<file path="config.mk">
export PLATFORM = sky130hd
export DESIGN_NAME = bp_nonsynth_commit_aligner
export DESIGN_NICKNAME = d
export VERILOG_FILES = /design/src/rtl/bp_nonsynth_commit_aligner.sv
export SDC_FILE = /design/constraint.sdc
export NUM_CORES = 2
export LEC_CHECK = 0
export ABC_AREA = 0
export BUFFER_PORTS_ARGS = -buffer_cell sky130_fd_sc_hd__buf_2
export CAP_MARGIN = 10
export CORE_MARGIN = 2
export CORE_UTILIZATION = 60
export DETAILED_ROUTE_END_ITERATION = 8
export GPL_TIMING_DRIVEN = 1
export HOLD_SLACK_MARGIN = 0.08
export PLACE_DENSITY = 0.79
export SLEW_MARGIN = 40
export SYNTH_ARGS = -nofsm -noshare
export SYNTH_HDL_FRONTEND = slang
export SYNTH_SLANG_ARGS = --single-unit
</file>
<file path="constraint.sdc">
create_clock -name clk_i -period 17.15 [get_ports clk_i]
set_clock_uncertainty 0.1 [all_clocks]
set_input_delay 2.5725 -clock clk_i [delete_from_list [all_inputs] [get_ports clk_i]]
set_output_delay 2.5725 -clock clk_i [all_outputs]
set_load 0.005 [all_outputs]
</file>
<file path="src/rtl/bp_nonsynth_commit_aligner.sv">
// Reorders commit and writeback streams into in-order records: commits are queued,
// register writes fill their data later, and the head is presented once complete.
module bp_nonsynth_commit_aligner #(
  parameter int vaddr_width_p = 39,
  parameter int instr_width_p = 32,
  parameter int dword_width_p = 64,
  parameter int els_p         = 8
) (
  input  logic                     clk_i,
  input  logic                     reset_i,
  input  logic                     commit_v_i,
  input  logic [vaddr_width_p-1:0] commit_pc_i,
  input  logic [instr_width_p-1:0] commit_instr_i,
  input  logic                     commit_rd_w_v_i,
  input  logic                     commit_fp_i,
  input  logic [4:0]               commit_rd_addr_i,
  input  logic                     interrupt_v_i,
  input  logic [dword_width_p-1:0] cause_i,
  input  logic                     int_wb_v_i,
  input  logic [4:0]               int_wb_addr_i,
  input  logic [dword_width_p-1:0] int_wb_data_i,
  input  logic                     fp_wb_v_i,
  input  logic [4:0]               fp_wb_addr_i,
  input  logic [dword_width_p-1:0] fp_wb_data_i,
  output logic                     rec_v_o,
  input  logic                     rec_ready_i,
  output logic [vaddr_width_p-1:0] rec_pc_o,
  output logic [instr_width_p-1:0] rec_instr_o,
  output logic [dword_width_p-1:0] rec_wdata_o,
  output logic                     rec_trap_o,
  output logic [dword_width_p-1:0] rec_cause_o,
  output logic                     full_o,
  output logic                     overflow_o,
  output logic                     orphan_o
);

  localparam int AW = $clog2(els_p);
  localparam int PW = AW + 1;

  logic [vaddr_width_p-1:0] r_pc    [els_p];
  logic [instr_width_p-1:0] r_instr [els_p];
  logic [dword_width_p-1:0] r_wdata [els_p];
  logic [dword_width_p-1:0] r_cause [els_p];
  logic [4:0]               r_rd    [els_p];
  logic [els_p-1:0]         r_done;
  logic [els_p-1:0]         r_trap;
  logic [els_p-1:0]         r_fp;
  logic [PW-1:0]            r_wr_ptr;
  logic [PW-1:0]            r_rd_ptr;
  logic                     r_overflow;
  logic                     r_orphan;

  logic [PW-1:0] w_count;
  logic [AW-1:0] w_head;
  logic [AW-1:0] w_wr_idx;
  logic          w_empty;
  logic          w_full;
  logic          w_event;
  logic          w_enq;
  logic          w_new_wait;
  logic          w_int_old_v;
  logic [AW-1:0] w_int_old_idx;
  logic          w_fp_old_v;
  logic [AW-1:0] w_fp_old_idx;
  logic          w_int_new;
  logic          w_fp_new;
  logic          w_retire;

  assign w_count  = r_wr_ptr - r_rd_ptr;
  assign w_head   = r_rd_ptr[AW-1:0];
  assign w_wr_idx = r_wr_ptr[AW-1:0];
  assign w_empty  = (r_wr_ptr == r_rd_ptr);
  assign w_full   = (r_wr_ptr[AW] != r_rd_ptr[AW]) && (r_wr_ptr[AW-1:0] == r_rd_ptr[AW-1:0]);

  assign w_event    = commit_v_i | interrupt_v_i;
  assign w_enq      = w_event & ~w_full;
  // Integer x0 never produces a writeback, so it completes on enqueue.
  assign w_new_wait = ~interrupt_v_i & commit_rd_w_v_i & (commit_fp_i | (commit_rd_addr_i != 5'd0));

  // Scan youngest-to-oldest so the last hit recorded is the oldest waiting entry.
  always_comb begin
    w_int_old_v   = 1'b0;
    w_int_old_idx = '0;
    w_fp_old_v    = 1'b0;
    w_fp_old_idx  = '0;
    for (int i = els_p - 1; i >= 0; i--) begin
      if ((PW'(i) < w_count) && !r_done[w_head + AW'(i)]) begin
        if (int_wb_v_i && !r_fp[w_head + AW'(i)] && (r_rd[w_head + AW'(i)] == int_wb_addr_i)) begin
          w_int_old_v   = 1'b1;
          w_int_old_idx = w_head + AW'(i);
        end
        if (fp_wb_v_i && r_fp[w_head + AW'(i)] && (r_rd[w_head + AW'(i)] == fp_wb_addr_i)) begin
          w_fp_old_v   = 1'b1;
          w_fp_old_idx = w_head + AW'(i);
        end
      end
    end
  end

  assign w_int_new = int_wb_v_i & ~w_int_old_v & w_enq & w_new_wait & ~commit_fp_i
                   & (commit_rd_addr_i == int_wb_addr_i);
  assign w_fp_new  = fp_wb_v_i & ~w_fp_old_v & w_enq & w_new_wait & commit_fp_i
                   & (commit_rd_addr_i == fp_wb_addr_i);

  assign rec_v_o     = ~w_empty & r_done[w_head];
  assign w_retire    = rec_v_o & rec_ready_i;
  assign rec_pc_o    = rec_v_o ? r_pc[w_head]    : '0;
  assign rec_instr_o = rec_v_o ? r_instr[w_head] : '0;
  assign rec_wdata_o = rec_v_o ? r_wdata[w_head] : '0;
  assign rec_cause_o = rec_v_o ? r_cause[w_head] : '0;
  assign rec_trap_o  = rec_v_o & r_trap[w_head];
  assign full_o      = w_full;
  assign overflow_o  = r_overflow;
  assign orphan_o    = r_orphan;

  always_ff @(posedge clk_i or negedge reset_i) begin
    if (!reset_i) begin
      r_wr_ptr   <= '0;
      r_rd_ptr   <= '0;
      r_overflow <= 1'b0;
      r_orphan   <= 1'b0;
      r_done     <= '0;
      r_trap     <= '0;
      r_fp       <= '0;
      for (int i = 0; i < els_p; i++) begin
        r_pc[i]    <= '0;
        r_instr[i] <= '0;
        r_wdata[i] <= '0;
        r_cause[i] <= '0;
        r_rd[i]    <= '0;
      end
    end else begin
      if (w_enq) begin
        r_wr_ptr           <= r_wr_ptr + PW'(1);
        r_pc[w_wr_idx]     <= commit_pc_i;
        r_instr[w_wr_idx]  <= commit_instr_i;
        r_trap[w_wr_idx]   <= interrupt_v_i;
        r_cause[w_wr_idx]  <= interrupt_v_i ? cause_i : '0;
        r_rd[w_wr_idx]     <= commit_rd_addr_i;
        r_fp[w_wr_idx]     <= commit_fp_i;
        r_done[w_wr_idx]   <= ~w_new_wait | w_int_new | w_fp_new;
        r_wdata[w_wr_idx]  <= w_int_new ? int_wb_data_i : (w_fp_new ? fp_wb_data_i : '0);
      end
      if (w_int_old_v) begin
        r_done[w_int_old_idx]  <= 1'b1;
        r_wdata[w_int_old_idx] <= int_wb_data_i;
      end
      if (w_fp_old_v) begin
        r_done[w_fp_old_idx]  <= 1'b1;
        r_wdata[w_fp_old_idx] <= fp_wb_data_i;
      end
      if (w_retire) r_rd_ptr <= r_rd_ptr + PW'(1);
      if (w_event & w_full) r_overflow <= 1'b1;
      if ((int_wb_v_i & ~w_int_old_v & ~w_int_new) | (fp_wb_v_i & ~w_fp_old_v & ~w_fp_new))
        r_orphan <= 1'b1;
    end
  end

endmodule

</file>
# After elaboration in Yosys (flattened, before gate mapping)
# Cells that the tools add are included.
[word_totals]
regBits = 1666
wordCells = 399
output_inout_bits = 204
[classes]
order_cmp = 36
n_bitwise = 46
n_mux = 175
n_reduce_logical = 64
n_addsub = 10
n_eq_ne = 21
[op_table]
columns = ["op", "count"]
rows = [
  ["bitwise mux 512 bit", 4],
  ["2-to-1 mux 512 bit", 3],
  ["2-to-1 mux 64 bit", 12],
  ["demux 64 bit (select 3 bit)", 3],
  ["binary-select mux 64 bit (select 3 bit)", 2],
  ["bitwise mux 312 bit", 1],
  ["bitwise mux 256 bit", 1],
  ["2-to-1 mux 39 bit", 4],
  ["2-to-1 mux 32 bit", 4],
  ["binary-select mux 5 bit (select 3 bit)", 8],
  ["binary-select mux 39 bit (select 3 bit)", 1],
  ["demux 39 bit (select 3 bit)", 1],
  ["binary-select mux 32 bit (select 3 bit)", 1],
  ["demux 32 bit (select 3 bit)", 1],
  ["2-to-1 mux 3 bit", 32],
  ["equality test 5 bit", 18],
  ["2-to-1 mux 5 bit", 17],
  ["2-to-1 mux 1 bit", 52],
  ["binary-select mux 1 bit (select 3 bit)", 17],
  ["logical AND 1 bit", 47],
  [">= comparator 4 bit, second input constant", 11],
  ["< comparator 3 x 4 -> 1 bit, second input constant", 11],
  ["inverter 3 -> 4 bit", 11],
  ["bitwise mux 40 bit", 1],
  ["23 further kinds", 89],
]

# Logic depth before layout (Yosys ltp)
[logic_depth]
word_depth = 37
mapped_depth = 26

# Worst setup path after synthesis
# Ideal clock, no wire load.
[synth_timing]
path_type = "reg-to-reg"
startpoint = "register r_rd_ptr[1]"
endpoint = "register r_wdata[291] in the netlist's numbering"
n_path_buf = 11
arrival_time_ps = 5779
path_stages_with_launch = 25
slack_ps = 11141
required_ps = 16920
synth_period_minus_slack_ps = 6009
setup_time_ps = 130
cell_sequence = "dfrtp_1 > buf_4 > buf_4 > buf_4 > buf_2 > buf_2 > inv_1 > ha_1 > buf_2 > buf_2 > mux4_2 > mux2_2 > a211o_1 > or3_1 > or4_1 > clkbuf_2 > or3_1 > a31o_1 > a32o_1 > buf_2 > or3_4 > buf_6 > buf_2 > nor2_1 > a31oi_1"
[synth_between]
elab_chain_cells = 37
[synth_rtl]
columns = ["item", "line", "rtl"]
rows = [
  ["start: declaration", "49", "logic [PW-1:0] r_rd_ptr;"],
  ["start signal: assignment", "152", "if (w_retire) r_rd_ptr <= r_rd_ptr + PW'(1);"],
  ["adder 3 bit", "--", ""],
  ["inverter 3 -> 4 bit (not written as such)", "88, 92", ""],
  ["binary-select mux 5 bit (select 3 bit)", "88, 92", ""],
  ["2-to-1 mux 5 bit (not written as such) (2 in series)", "88, 92", ""],
  ["equality test 5 bit", "92", "if (fp_wb_v_i && r_fp[w_head + AW'(i)] && (r_rd[w_head + AW'(i)] == fp_wb_addr_i)) begin"],
  ["logical AND 1 bit", "92", ""],
  ["2-to-1 mux 1 bit", "92", ""],
  ["2-to-1 mux 1 bit", "87", "if ((PW'(i) < w_count) && !r_done[w_head + AW'(i)]) begin"],
  ["[19 not listed]", "--", ""],
  ["AND 1 bit", "103", "& (commit_rd_addr_i == fp_wb_addr_i);"],
  ["2-to-1 mux 64 bit (2 in series)", "142", "r_wdata[w_wr_idx] <= w_int_new ? int_wb_data_i : (w_fp_new ? fp_wb_data_i : '0);"],
  ["bitwise mux 512 bit", "142", ""],
  ["2-to-1 mux 512 bit", "133", "if (w_enq) begin"],
  ["bitwise mux 512 bit", "146", "r_wdata[w_int_old_idx] <= int_wb_data_i;"],
  ["2-to-1 mux 512 bit", "144", "if (w_int_old_v) begin"],
  ["bitwise mux 512 bit", "150", "r_wdata[w_fp_old_idx] <= fp_wb_data_i;"],
  ["2-to-1 mux 512 bit *", "148", "if (w_fp_old_v) begin"],
  ["end signal: indexed assignment", "142", ""],
  ["end signal: indexed assignment", "146", ""],
  ["end signal: indexed assignment", "150", ""],
  ["end: declaration", "42", "logic [dword_width_p-1:0] r_wdata [els_p];"],
]
# Every way passes the cells marked *; elsewhere a longest branch is shown, timed or not. The select of a mux whose other input is x is not followed.
# A chain may end at the register's enable or synchronous reset.

# Worst setup path after layout
[layout_timing]
startpoint = "register r_rd_ptr[2]"
endpoint = "output rec_wdata_o[61]"
[layout_between]
elab_chain_cells = 5
[layout_rtl]
columns = ["item", "line", "rtl"]
rows = [
  ["inverter 3 -> 4 bit (not written as such)", "109", "assign rec_wdata_o = rec_v_o ? r_wdata[w_head] : '0;"],
  ["binary-select mux 64 bit (select 3 bit)", "109", ""],
  ["2-to-1 mux 64 bit (not written as such) (2 in series)", "109", ""],
  ["2-to-1 mux 64 bit *", "109", ""],
  ["end: declaration", "29", "output logic [dword_width_p-1:0] rec_wdata_o,"],
]
# Marks and branches as above.

==> results by group <==
Worst setup path
  – Critical Path RT: 14.48 ns
  – R2R cell count: 15
  – CP cell instances: clkinv_8 > ha_1 > nand3_1 > o21ai_4 > buf_4 > buf_4 > a21oi_1 > buf_2
  – Delay of the slowest cell on the worst path: 0.91 ns
  – Worst Setup End Kind: primary output
  – Crit-path max FO: 85
  – Slowest stage cell on the critical path: dfrtp_4
  – WS Path Type: reg -> out
  – Delay-heaviest family, CP: buffers and inverters
  – Bufs and invs on worst path: 4
  – Startpoint types: register
  – Worst EP arrival: 5.64 ns
  – Reg2reg end: r_wdata[262]
  – FF-to-FF setup slack: 9.46 ns
  – CP most frequent cell: buf_4
  – R2R Path Start: r_rd_ptr[2]

Clock network
  – Cts bufs inserted: 173
  – Maximum clock path buffer count: 3
  – Clk sinks: 1666
  – CTS H-Tree Depth: 4
  – Skew-Pair Late Insertion Delay: 0.83 ns
  – Post-CTS sizing: 0
  – CTS tree: built
  – Hold buffer count at CTS: 0
  – Postcts setup bufs: 0
  – Reg clk slew, reported paths: 0.06 ns
  – Root Driver: clkbuf_16

Yosys
  – Post-Synthesis Cell Area: 88080 µm²
  – Multiplexer area fraction after synthesis: 0.1324
  – Post-Synth Simple-Gate Area: 0.1998
  – XOR/XNOR Fraction of Synth Area: 0.009517
  – Synth cell types: 71
  – Number of synthesized flops with an enable pin: 0
  – Syn Inst Count: 9916
  – Register area share after synthesis: 0.4733
  – Post-Syn Nets: 10211
  – Synthesized flop and latch total: 1666
  – Main combinational cell family by area after synthesis: simple AND/OR/NAND/NOR gates
  – Adder-Cell Fraction of Synth Area: 0.001222
  – Mean Syn Cell Area: 8.883 µm²
  – Top FF cell, synth: dfrtp_1
  – Synth warn: 0
  – Async SR Flop Fraction: 1.000
  – Synth Area in Compound Gates: 0.1350

Global routing
  – First-pass GRT wire length: 466.2 mm
  – All-Layer GR Usage: 0.4020
  – Total grt overflow: 0
  – Vias in the first global route: 78795
  – Initial antenna violation count: 99
  – Largest net degree at the start of global routing: 162

Routing
  – WL final: 306.2 mm
  – DR DRC count: 2
  – WL met1: 108.3 mm
  – Routed len/inst: 25.85 µm
  – Routed wl met3: 40.99 mm
  – Antenna viol nets, final: 0
  – Via count: 79809
  – Highest routed layer: met5
  – Drt pass-1 iters: 9
  – Detailed Route Iter0 Violations: 11332
  – DR vias/cell: 6.738
  – Met2 routed WL: 137.7 mm

Timing
  – Final setup fails: 0
  – Crit path time final: 8.311 ns
  – Period Utilization, post-route: 0.4846
  – Slew Viols, Final: 0
  – Worst slew pin tran: 1.066 ns
  – Slew HR: 0.2895
  – Final hold vios: 0
  – Worst hold slack: 0.3710 ns
  – Max Clk Rate: 0.1203 GHz
  – RSZ-0062 raised after global routing: no
  – Fin Setup TNS: 0 ns

Placed design
  – GP Congestion: 0.9794
  – Detailed placer's ending HPWL: 165.9 mm
  – Port Buffer Count: 490
  – Placed cell area: 90590 µm²

Pwr
  – Design Power: 0.02215 W
  – Pwr dens: 228.0 nW/µm²
  – Maximum VDD drop: 0.2129 mV
  – Leakage: 43.20 nW

Floorplan
  – Area of the die: 149900 µm²
  – Row cnt: 140
  – Core Box Area: 145700 µm²
  – Starting Density: 0.6044
  – Vert. Die Dim: 387.2 µm
  – Die width: 387.2 µm
  – Count of boundary I/O pins: 491

Layout
  – Post-route design area: 97120 µm²
  – Nets@finish: 10012
  – Area growth, synth to finish: 10.26%
  – Layout cell share with drive strength beyond 1: 0.1458
  – Final Core Density: 0.6664

Min path
  – Worst Hold Class: reg -> reg
  – Hold_sp: r_instr[34]
  – WHS Path Cells: 2
  – Hold endpoint: r_instr[34]

Run
  – Max Cap Violations: 0

Run status
  – Status: finished with violations
  – Failing checks: design-rule violations
## layout make-up
class / count / area, µm²
clock buffer: 252 / 5050
clock inverter: 68 / 1061
multi-input combinational: 7225 / 42460
antenna: 66 / 165.2
sequential: 1666 / 41700
fill: 11148 / 48620
tap: 1917 / 2399
timing repair buffer: 636 / 4215
inverter: 15 / 68.82
## registers in the layout, summed over array words and instances, names as in the netlist
| register | count |
|---|---|
| r_wdata | 512 |
| r_instr | 256 |
| overflow_o | 1 |
| r_pc | 312 |
| r_fp | 8 |
| orphan_o | 1 |
| r_rd_ptr | 4 |
| r_done | 8 |
| r_rd | 40 |
| r_wr_ptr | 4 |
| r_trap | 8 |
| r_cause | 512 |
## per-stage QoR
step	worst slack (ns)	std cells
2_1_floorplan	11.14	9916
3_3_place_gp	9.183	11437
3_5_place_dp	9.614	11451
4_1_cts	9.331	11771
5_1_grt	8.827	11832
6_report	8.839	11845
## synth_stat cells (15+ instances only)
| cell | instances | area [µm²] |
|---|---|---|
| nand2_1 | 3768 | 14140 |
| dfrtp_1 | 1666 | 41690 |
| clkbuf_1 | 688 | 2582 |
| nor2_1 | 615 | 2308 |
| o21ai_0 | 542 | 2713 |
| mux4_2 | 447 | 10070 |
| o211ai_1 | 442 | 3318 |
| a31oi_1 | 438 | 2740 |
| a21oi_1 | 362 | 1812 |
| buf_1 | 173 | 649.4 |
| mux2i_1 | 147 | 1471 |
| buf_4 | 81 | 608.1 |
| a22oi_1 | 76 | 570.6 |
| buf_2 | 59 | 295.3 |
| nand3_1 | 59 | 295.3 |
| xnor2_1 | 57 | 499.2 |
| xor2_1 | 35 | 306.5 |
| nand4_1 | 20 | 125.1 |
| or3_1 | 20 | 125.1 |
| nor3_1 | 15 | 75.07 |
## placed cells by master (no fill, tap or decap), drive strengths merged, types with 8 or more instances in the layout
master | Yosys | layout
nand4 | 20 | 20
a22oi | 76 | 76
nor3 | 21 | 21
xor2 | 36 | 36
nor2b | 10 | 10
nor2 | 615 | 615
and3 | 10 | 10
o31ai | 8 | 8
o22ai | 11 | 11
a22o | 10 | 10
a31oi | 438 | 438
or3 | 22 | 22
and2 | 8 | 8
mux2i | 147 | 147
o21ai | 542 | 542
mux2 | 11 | 11
a21oi | 362 | 362
clkbuf | 689 | 255
inv | 13 | 20
bufinv | 0 | 20
xnor2 | 58 | 58
dfrtp | 1666 | 1666
nand3 | 59 | 59
clkinv | 2 | 36
o211ai | 442 | 442
or4 | 8 | 8
diode | 0 | 66
buf | 321 | 633
mux4 | 447 | 447
nand2 | 3768 | 3768
## kinds of logic after synthesis
group	count (synthesis)
and+or+nand+nor	4569
AOI/OAI and AO/OA	1949
DFF	1666
buffers and inverters	1025
muxes	605
xor gates and xnor gates	94
adders and majority gates	8
## worst max-delay path by stage
stage	from	to	slack [ns]	depth (start not counted)
final	r_rd_ptr[2]	rec_wdata_o[61]	8.84	8
after global routing	r_rd_ptr[2]	rec_wdata_o[61]	8.83	8
after CTS	r_rd_ptr[2]	rec_wdata_o[61]	9.33	8
after detailed placement	r_rd_ptr[2]	r_wdata[22]	9.61	15
after global placement	r_rd_ptr[0]	r_wdata[460]	9.18	14
after floorplan	r_rd_ptr[1]	r_wdata[291]	11.14	24
## worst min-delay path, delay by kind of cell, from the launching register on
family	cells	cell delay [ns]
DFF	1	0.33
and+or+nand+nor	2	0.10
## report_power, final
part / switching, W / leakage [nW] / total [W] / internal, W
Clock: 0.00170 / 2.98 / 0.00406 / 0.00236
Combinational: 0.00652 / 19.4 / 0.0110 / 0.00444
Sequential: 0.00122 / 20.8 / 0.00712 / 0.00590
Total: 0.00944 / 43.2 / 0.0221 / 0.0127
## metal layers
layer,track usage,vias to the layer above
li1,-,33533
met1,0.5107,38777
met2,0.6059,6047
met3,0.1216,1380
met4,0.2530,72
met5,0,-
Note: power is estimated with default switching activity, not from simulation.
